**config.mk**
```make
export PLATFORM = sky130hd
export DESIGN_NAME = xbar_in_requester
export DESIGN_NICKNAME = d
export VERILOG_FILES = /design/src/rtl/xbar_pkg.sv /design/src/rtl/xbar_in_requester.sv
export SDC_FILE = /design/constraint.sdc
export NUM_CORES = 1
export LEC_CHECK = 0
export CAP_MARGIN = 40
export CORE_ASPECT_RATIO = 1.2
export CORE_MARGIN = 4
export CORE_UTILIZATION = 50
export DETAILED_ROUTE_END_ITERATION = 8
export PLACE_DENSITY = 0.87
export SLEW_MARGIN = 30
export SYNTH_ARGS = -nofsm -noshare
export SYNTH_HDL_FRONTEND = slang
export SYNTH_SLANG_ARGS = --single-unit
export TNS_END_PERCENT = 30
```
**constraint.sdc**
```tcl
create_clock -name clk -period 4.4 [get_ports clk]
set_input_delay 0.88 -clock clk [delete_from_list [all_inputs] [get_ports clk]]
set_output_delay 0.88 -clock clk [all_outputs]
set_load 0.02 [all_outputs]
```
**src/rtl/xbar_pkg.sv**
```systemverilog
// Shared definitions for the 4x4 crossbar input requester and output arbiters.
// Holds port/answer widths, the requester state encoding and the grant decode.
package xbar_pkg;

  localparam int NPORTS = 4;
  localparam int PORT_W = 2;
  localparam int ANS_W  = 3;
  localparam logic [ANS_W-1:0] ANS_IDLE = 3'b100;

  typedef enum logic [2:0] {
    ST_IDLE = 3'd0,
    ST_REQ  = 3'd1,
    ST_XFER = 3'd2,
    ST_REL  = 3'd3,
    ST_DROP = 3'd4
  } state_t;

  // An output grants us when its ArbR is set and its answer names our port.
  function automatic logic is_grant(
    input logic [NPORTS-1:0]       arb_r,
    input logic [NPORTS*ANS_W-1:0] answer,
    input logic [PORT_W-1:0]       dest,
    input logic [PORT_W-1:0]       port
  );
    logic [ANS_W-1:0] field;
    field = answer[ANS_W*int'(dest) +: ANS_W];
    return arb_r[dest] && (field == {1'b0, port});
  endfunction

endpackage

```
**src/rtl/xbar_in_requester.sv**
```systemverilog
// Input-side requester: decodes the header destination, requests an output,
// streams the packet once granted and pulses release, or drops on timeout.
module xbar_in_requester
  import xbar_pkg::*;
#(
  parameter int PORT_ID = 0,
  parameter int DATA_W  = 8,
  parameter int TIMEOUT = 255
) (
  input  logic                    clk,
  input  logic                    reset,
  input  logic                    src_valid,
  input  logic [DATA_W-1:0]       src_data,
  input  logic                    src_last,
  output logic                    src_ready,
  output logic                    request,
  output logic [PORT_W-1:0]       address,
  input  logic [NPORTS-1:0]       arb_r,
  input  logic [NPORTS*ANS_W-1:0] arb_answer,
  output logic [NPORTS-1:0]       release_pulse,
  output logic                    xbar_valid,
  output logic [DATA_W-1:0]       xbar_data,
  output logic                    xbar_last,
  input  logic                    xbar_ready,
  output logic [PORT_W-1:0]       xbar_sel,
  output logic [7:0]              drop_cnt
);

  state_t              state_reg, state_next;
  logic [PORT_W-1:0]   dest_reg, dest_next;
  logic [PORT_W-1:0]   address_reg, address_next;
  logic [PORT_W-1:0]   sel_reg, sel_next;
  logic                request_reg, request_next;
  logic [NPORTS-1:0]   release_reg, release_next;
  logic [15:0]         timer_reg, timer_next;
  logic [7:0]          drop_reg, drop_next;
  logic                grant;
  logic                timeout_hit;

  assign grant       = is_grant(arb_r, arb_answer, dest_reg, PORT_W'(PORT_ID));
  assign timeout_hit = (timer_reg == 16'(TIMEOUT - 1));

  always_comb begin
    state_next   = state_reg;
    dest_next    = dest_reg;
    address_next = address_reg;
    sel_next     = sel_reg;
    request_next = request_reg;
    release_next = '0;
    timer_next   = timer_reg;
    drop_next    = drop_reg;
    src_ready    = 1'b0;
    xbar_valid   = 1'b0;
    xbar_data    = '0;
    xbar_last    = 1'b0;

    case (state_reg)
      ST_IDLE: begin
        // Header is only peeked here; it is consumed later by XFER or DROP.
        if (src_valid) begin
          dest_next    = src_data[PORT_W-1:0];
          address_next = src_data[PORT_W-1:0];
          request_next = 1'b1;
          timer_next   = '0;
          state_next   = ST_REQ;
        end
      end
      ST_REQ: begin
        if (grant) begin
          sel_next     = dest_reg;
          request_next = 1'b0;
          state_next   = ST_XFER;
        end else if (timeout_hit) begin
          request_next = 1'b0;
          drop_next    = (drop_reg == 8'hFF) ? drop_reg : drop_reg + 8'd1;
          state_next   = ST_DROP;
        end else begin
          timer_next = timer_reg + 16'd1;
        end
      end
      ST_XFER: begin
        src_ready  = xbar_ready;
        xbar_valid = src_valid;
        xbar_data  = src_data;
        xbar_last  = src_last;
        if (src_valid && xbar_ready && src_last) begin
          release_next = NPORTS'(1) << dest_reg;
          state_next   = ST_REL;
        end
      end
      ST_REL: begin
        state_next = ST_IDLE;
      end
      ST_DROP: begin
        src_ready = 1'b1;
        if (src_valid && src_last) state_next = ST_IDLE;
      end
      default: begin
        state_next = ST_IDLE;
      end
    endcase
  end

  always_ff @(posedge clk) begin
    if (!reset) begin
      state_reg   <= ST_IDLE;
      dest_reg    <= '0;
      address_reg <= '0;
      sel_reg     <= '0;
      request_reg <= 1'b0;
      release_reg <= '0;
      timer_reg   <= '0;
      drop_reg    <= '0;
    end else begin
      state_reg   <= state_next;
      dest_reg    <= dest_next;
      address_reg <= address_next;
      sel_reg     <= sel_next;
      request_reg <= request_next;
      release_reg <= release_next;
      timer_reg   <= timer_next;
      drop_reg    <= drop_next;
    end
  end

  assign request       = request_reg;
  assign address       = address_reg;
  assign release_pulse = release_reg;
  assign xbar_sel      = sel_reg;
  assign drop_cnt      = drop_reg;

endmodule

```
==> out/metrics.sh <==
DP_HPWL_MM=3.52
FLOORPLAN.DIE_AREA_UM2=4930
EDFF_COUNT_SYNTH=0
DRT-INITIAL-DRC-COUNT=112
RUN_STATUS='complete, no violations'
POSTSYNTHREGISTERBITS=36
GRT_START_MAX_NET_PINS=23
POST-ROUTE-CELL-AREA_UM2=2570
GP_CONGESTION=0.824
LAYOUT_WORST_PATH_CYCLE_SHARE=0.752
MAX-CLOCK-PATH-BUFFERS=2
GRT_FIRST_PASS_WIRELENGTH_MM=7.76
HOLDBUFCOUNTCTS=0
WORST_SUPPLY_VOLTAGE_DROP_ON_VDD_uV=190
FIRST_PASS_ITERS=4
FINAL_LAYOUT_SIZE_SUFFIX_GT1_FRAC=0.0573
CLKTRANSATPATHREGS_NS=0.06
WORST_EP_REQUIRED_TIME_NS=3.52
LARGEST_REG_FLOPS=16
DRT_DRC_VIOLATIONS_LEFT=0
END_KIND='output pin'
SYNTH.NET_COUNT=262
CRITPATHKIND='in2out'
HOLDCRITSTARTPOINT='timer_reg[15]'
CLOCK.FMAX_MHz=302
DR_TOTAL_VIAS=1854
TOTAL_CONGESTION_OVERFLOW_AFTER_GLOBAL_ROUTING=0
CTS_SINKS=36
MAX_SLEW_MARGIN=0.627
POST_DRT_VIA_CELL_RATIO=5.60
SYN_AREA_UM2=1930
CLOCK_INSERTION_DELAY_WORST_SKEW_NS=0.28
TRITONCTS.NUM_BUFFERS=5
DIE_HEIGHT_UM=76.1
WORST_HOLD_CLASS='reg2reg'
NUMBER_OF_ANTENNA_VIOLATIONS_AT_THE_FIRST_CHECK_IN_GLOBAL_ROUTING=0
FIN_TNS_SETUP_NS=0
GLOBAL_ROUTE.USAGE.TOTAL=0.198
POST_SYNTHESIS_ASYNC_SET_OR_RESET_FLOP_SHARE=0
CTS_TREE='done'
PATH_MAX_FANOUT=3
CLOCK_TREE.HTREE_LEVEL_COUNT=2
FLOORPLAN.IO_PINS=57
POWER_DENSITY_nW_PER_UM2=241
POST-SYNTH-TOP-AREA-FRACTION=0.373
PORTBUFFERS=56
START_UTIL=0.523
SYNTHFLOPTYPE='dfxtp_1'
FINALHOLDVIOLATIONS=0
CP-START-KIND='input pin'
SYNTHCELLS=230
AVGSYNTHCELLAREA_UM2=8.40
YOSYSTOPAREACELL='dfxtp_1'
SYNTH_CELL_TYPE_COUNT=43
WL_PER_CELL_UM=14.5
CLOCK-ROOT-BUFFER='clkbuf_8'
WORST_PIN_SLEW_NS=0.560
CAP_VIOL_MAX_COUNT=0
LAYOUT.FILLER_CELLS=302
YOSYSSEQAREASHARE=0.373
RSZ0062_AT_GRT='no'
AREA_OVERHEAD_VS_SYNTH_PCT=33.1
REPORT.FINAL.SETUP_VIOL=0
CRITICAL_PATH.STARTPOINT='xbar_ready'
POSTCTSRESIZEDCELLS=0
NNETSFINAL=313
CP.ARRIVAL_NS=2.43
DESIGN.CORE.AREA_UM2=3690
YOSYSWARNINGCOUNT=0
CTS_SETUP_BUFFERS=0
DRTANTENNAVIOLNETS=0
REG2REG_FROM='timer_reg[1]'
FINAL.MIN_CLOCK_PERIOD_NS=3.31
DIE_X_UM=64.8
GRT_PASS1_VIAS=1762
ANTENNA_CELLS=0
ROWS=24
SLEW_VIOL_FINAL=0
YS_TOP_CELLS_BY_AREA='dfxtp_1, and2_1, nor2_1'
SKEW_NS=0.00117
POWER.STATIC_LEAKAGE_uW=0.000925
FINALWIRELENGTH_MM=4.81
DPL-INSTANCE-AREA_UM2=2490
[Yosys cell counts, drive strengths merged (3+ instances only)]
cell type and instances:
a21oi 12, a31oi 4, and2 19, and3 8, and4 6, buf 6
clkbuf 8, dfxtp 36, ha 3, mux2i 4, nand2 15, nand3 8
nand3b 3, nand4 9, nor2 25, nor2b 5, nor3 5, nor3b 6
nor4b 4, o21ai 18, o31ai 4, xnor2 6
[critical path, cell delays in order]
cell             delay, ns
clkdlybuf4s50_1       0.52
nand2_1               0.06
mux2_2                0.26
nor2_1                0.10
clkdlybuf4s50_1       0.61
[through the flow]
stage	std cells	hold slack, ns	worst slack (ns)	utilization	power (uW)
2_1_floorplan	230	0.430	2.07	-	382
3_3_place_gp	325	0.453	1.14	0.675	421
3_5_place_dp	325	0.461	1.10	0.675	422
4_1_cts	330	0.474	1.07	0.693	626
5_1_grt	331	0.500	0.990	0.697	645
6_report	331	0.476	1.09	0.697	620
[kinds of logic (layout without fill, tap and decap cells)]
logic type,Yosys count,count (layout),share of synthesized area
DFF,36,36,0.373
buffers and inverters,15,64,0.0401
xor gates and xnor gates,6,6,0.0272
adders and majority gates,3,3,0.0194
muxes,6,6,0.0324
and+or+nand+nor,118,118,0.370
AOI/OAI and AO/OA,46,46,0.139
[area by class of cell]
class                   instances  area [um2]  share of cell area
well taps                      52        65.1              0.0253
inverters                       1        3.75             0.00146
clock buffers                   5        68.8              0.0267
multi-input cells             179        1140               0.443
flip-flops and latches         36         721               0.280
repair buffers                 58         576               0.224
[worst paths after layout]
kind	cells after the start	slack, ns	to
worst min-delay path	1	0.48	timer_reg[15]
worst min register to register	1	0.48	timer_reg[15]
worst max-delay path	5	1.09	src_ready
worst max register to register	7	2.16	drop_cnt[6]
[cell usage in the layout, fill, tap and decap left out, types with 2 or more instances in the layout]
master | Yosys | layout
nor2_1 | 25 | 25
nor4b_1 | 3 | 3
nand2_1 | 14 | 14
and4_1 | 5 | 5
mux2i_1 | 4 | 4
dfxtp_1 | 36 | 36
o21a_1 | 2 | 2
and3_1 | 7 | 7
and2_1 | 19 | 19
nand4_1 | 9 | 9
o21ai_0 | 18 | 18
clkbuf_8 | 0 | 5
nand3b_1 | 3 | 3
nor3_1 | 4 | 4
a21oi_1 | 12 | 12
a21o_1 | 2 | 2
o31ai_1 | 4 | 4
nor2b_1 | 5 | 5
nor3b_1 | 5 | 4
mux2_2 | 2 | 2
a31oi_1 | 4 | 4
ha_1 | 3 | 3
nand3_1 | 8 | 8
clkdlybuf4s50_1 | 0 | 56
xnor2_1 | 6 | 6
[metal layers]
metal	wire [um]	vias up	track usage	share of wire
met5	0	-	0	0
met4	73	0	0.0634	0.015
met3	381	7	0.0708	0.079
met2	2340	66	0.346	0.49
met1	2010	858	0.218	0.42
li1	-	923	-	-
[power by group]
| part | switching (uW) | internal, uW | leakage [uW] | total, uW |
|---|---|---|---|---|
| registers | 8.35 | 330 | 0.000291 | 339 |
| clock network | 102 | 102 | 0.0000359 | 203 |
| logic | 34.5 | 43.1 | 0.000598 | 77.6 |
| total | 144 | 475 | 0.000925 | 620 |
No activity file was read; power rests on OpenSTA's default activity.
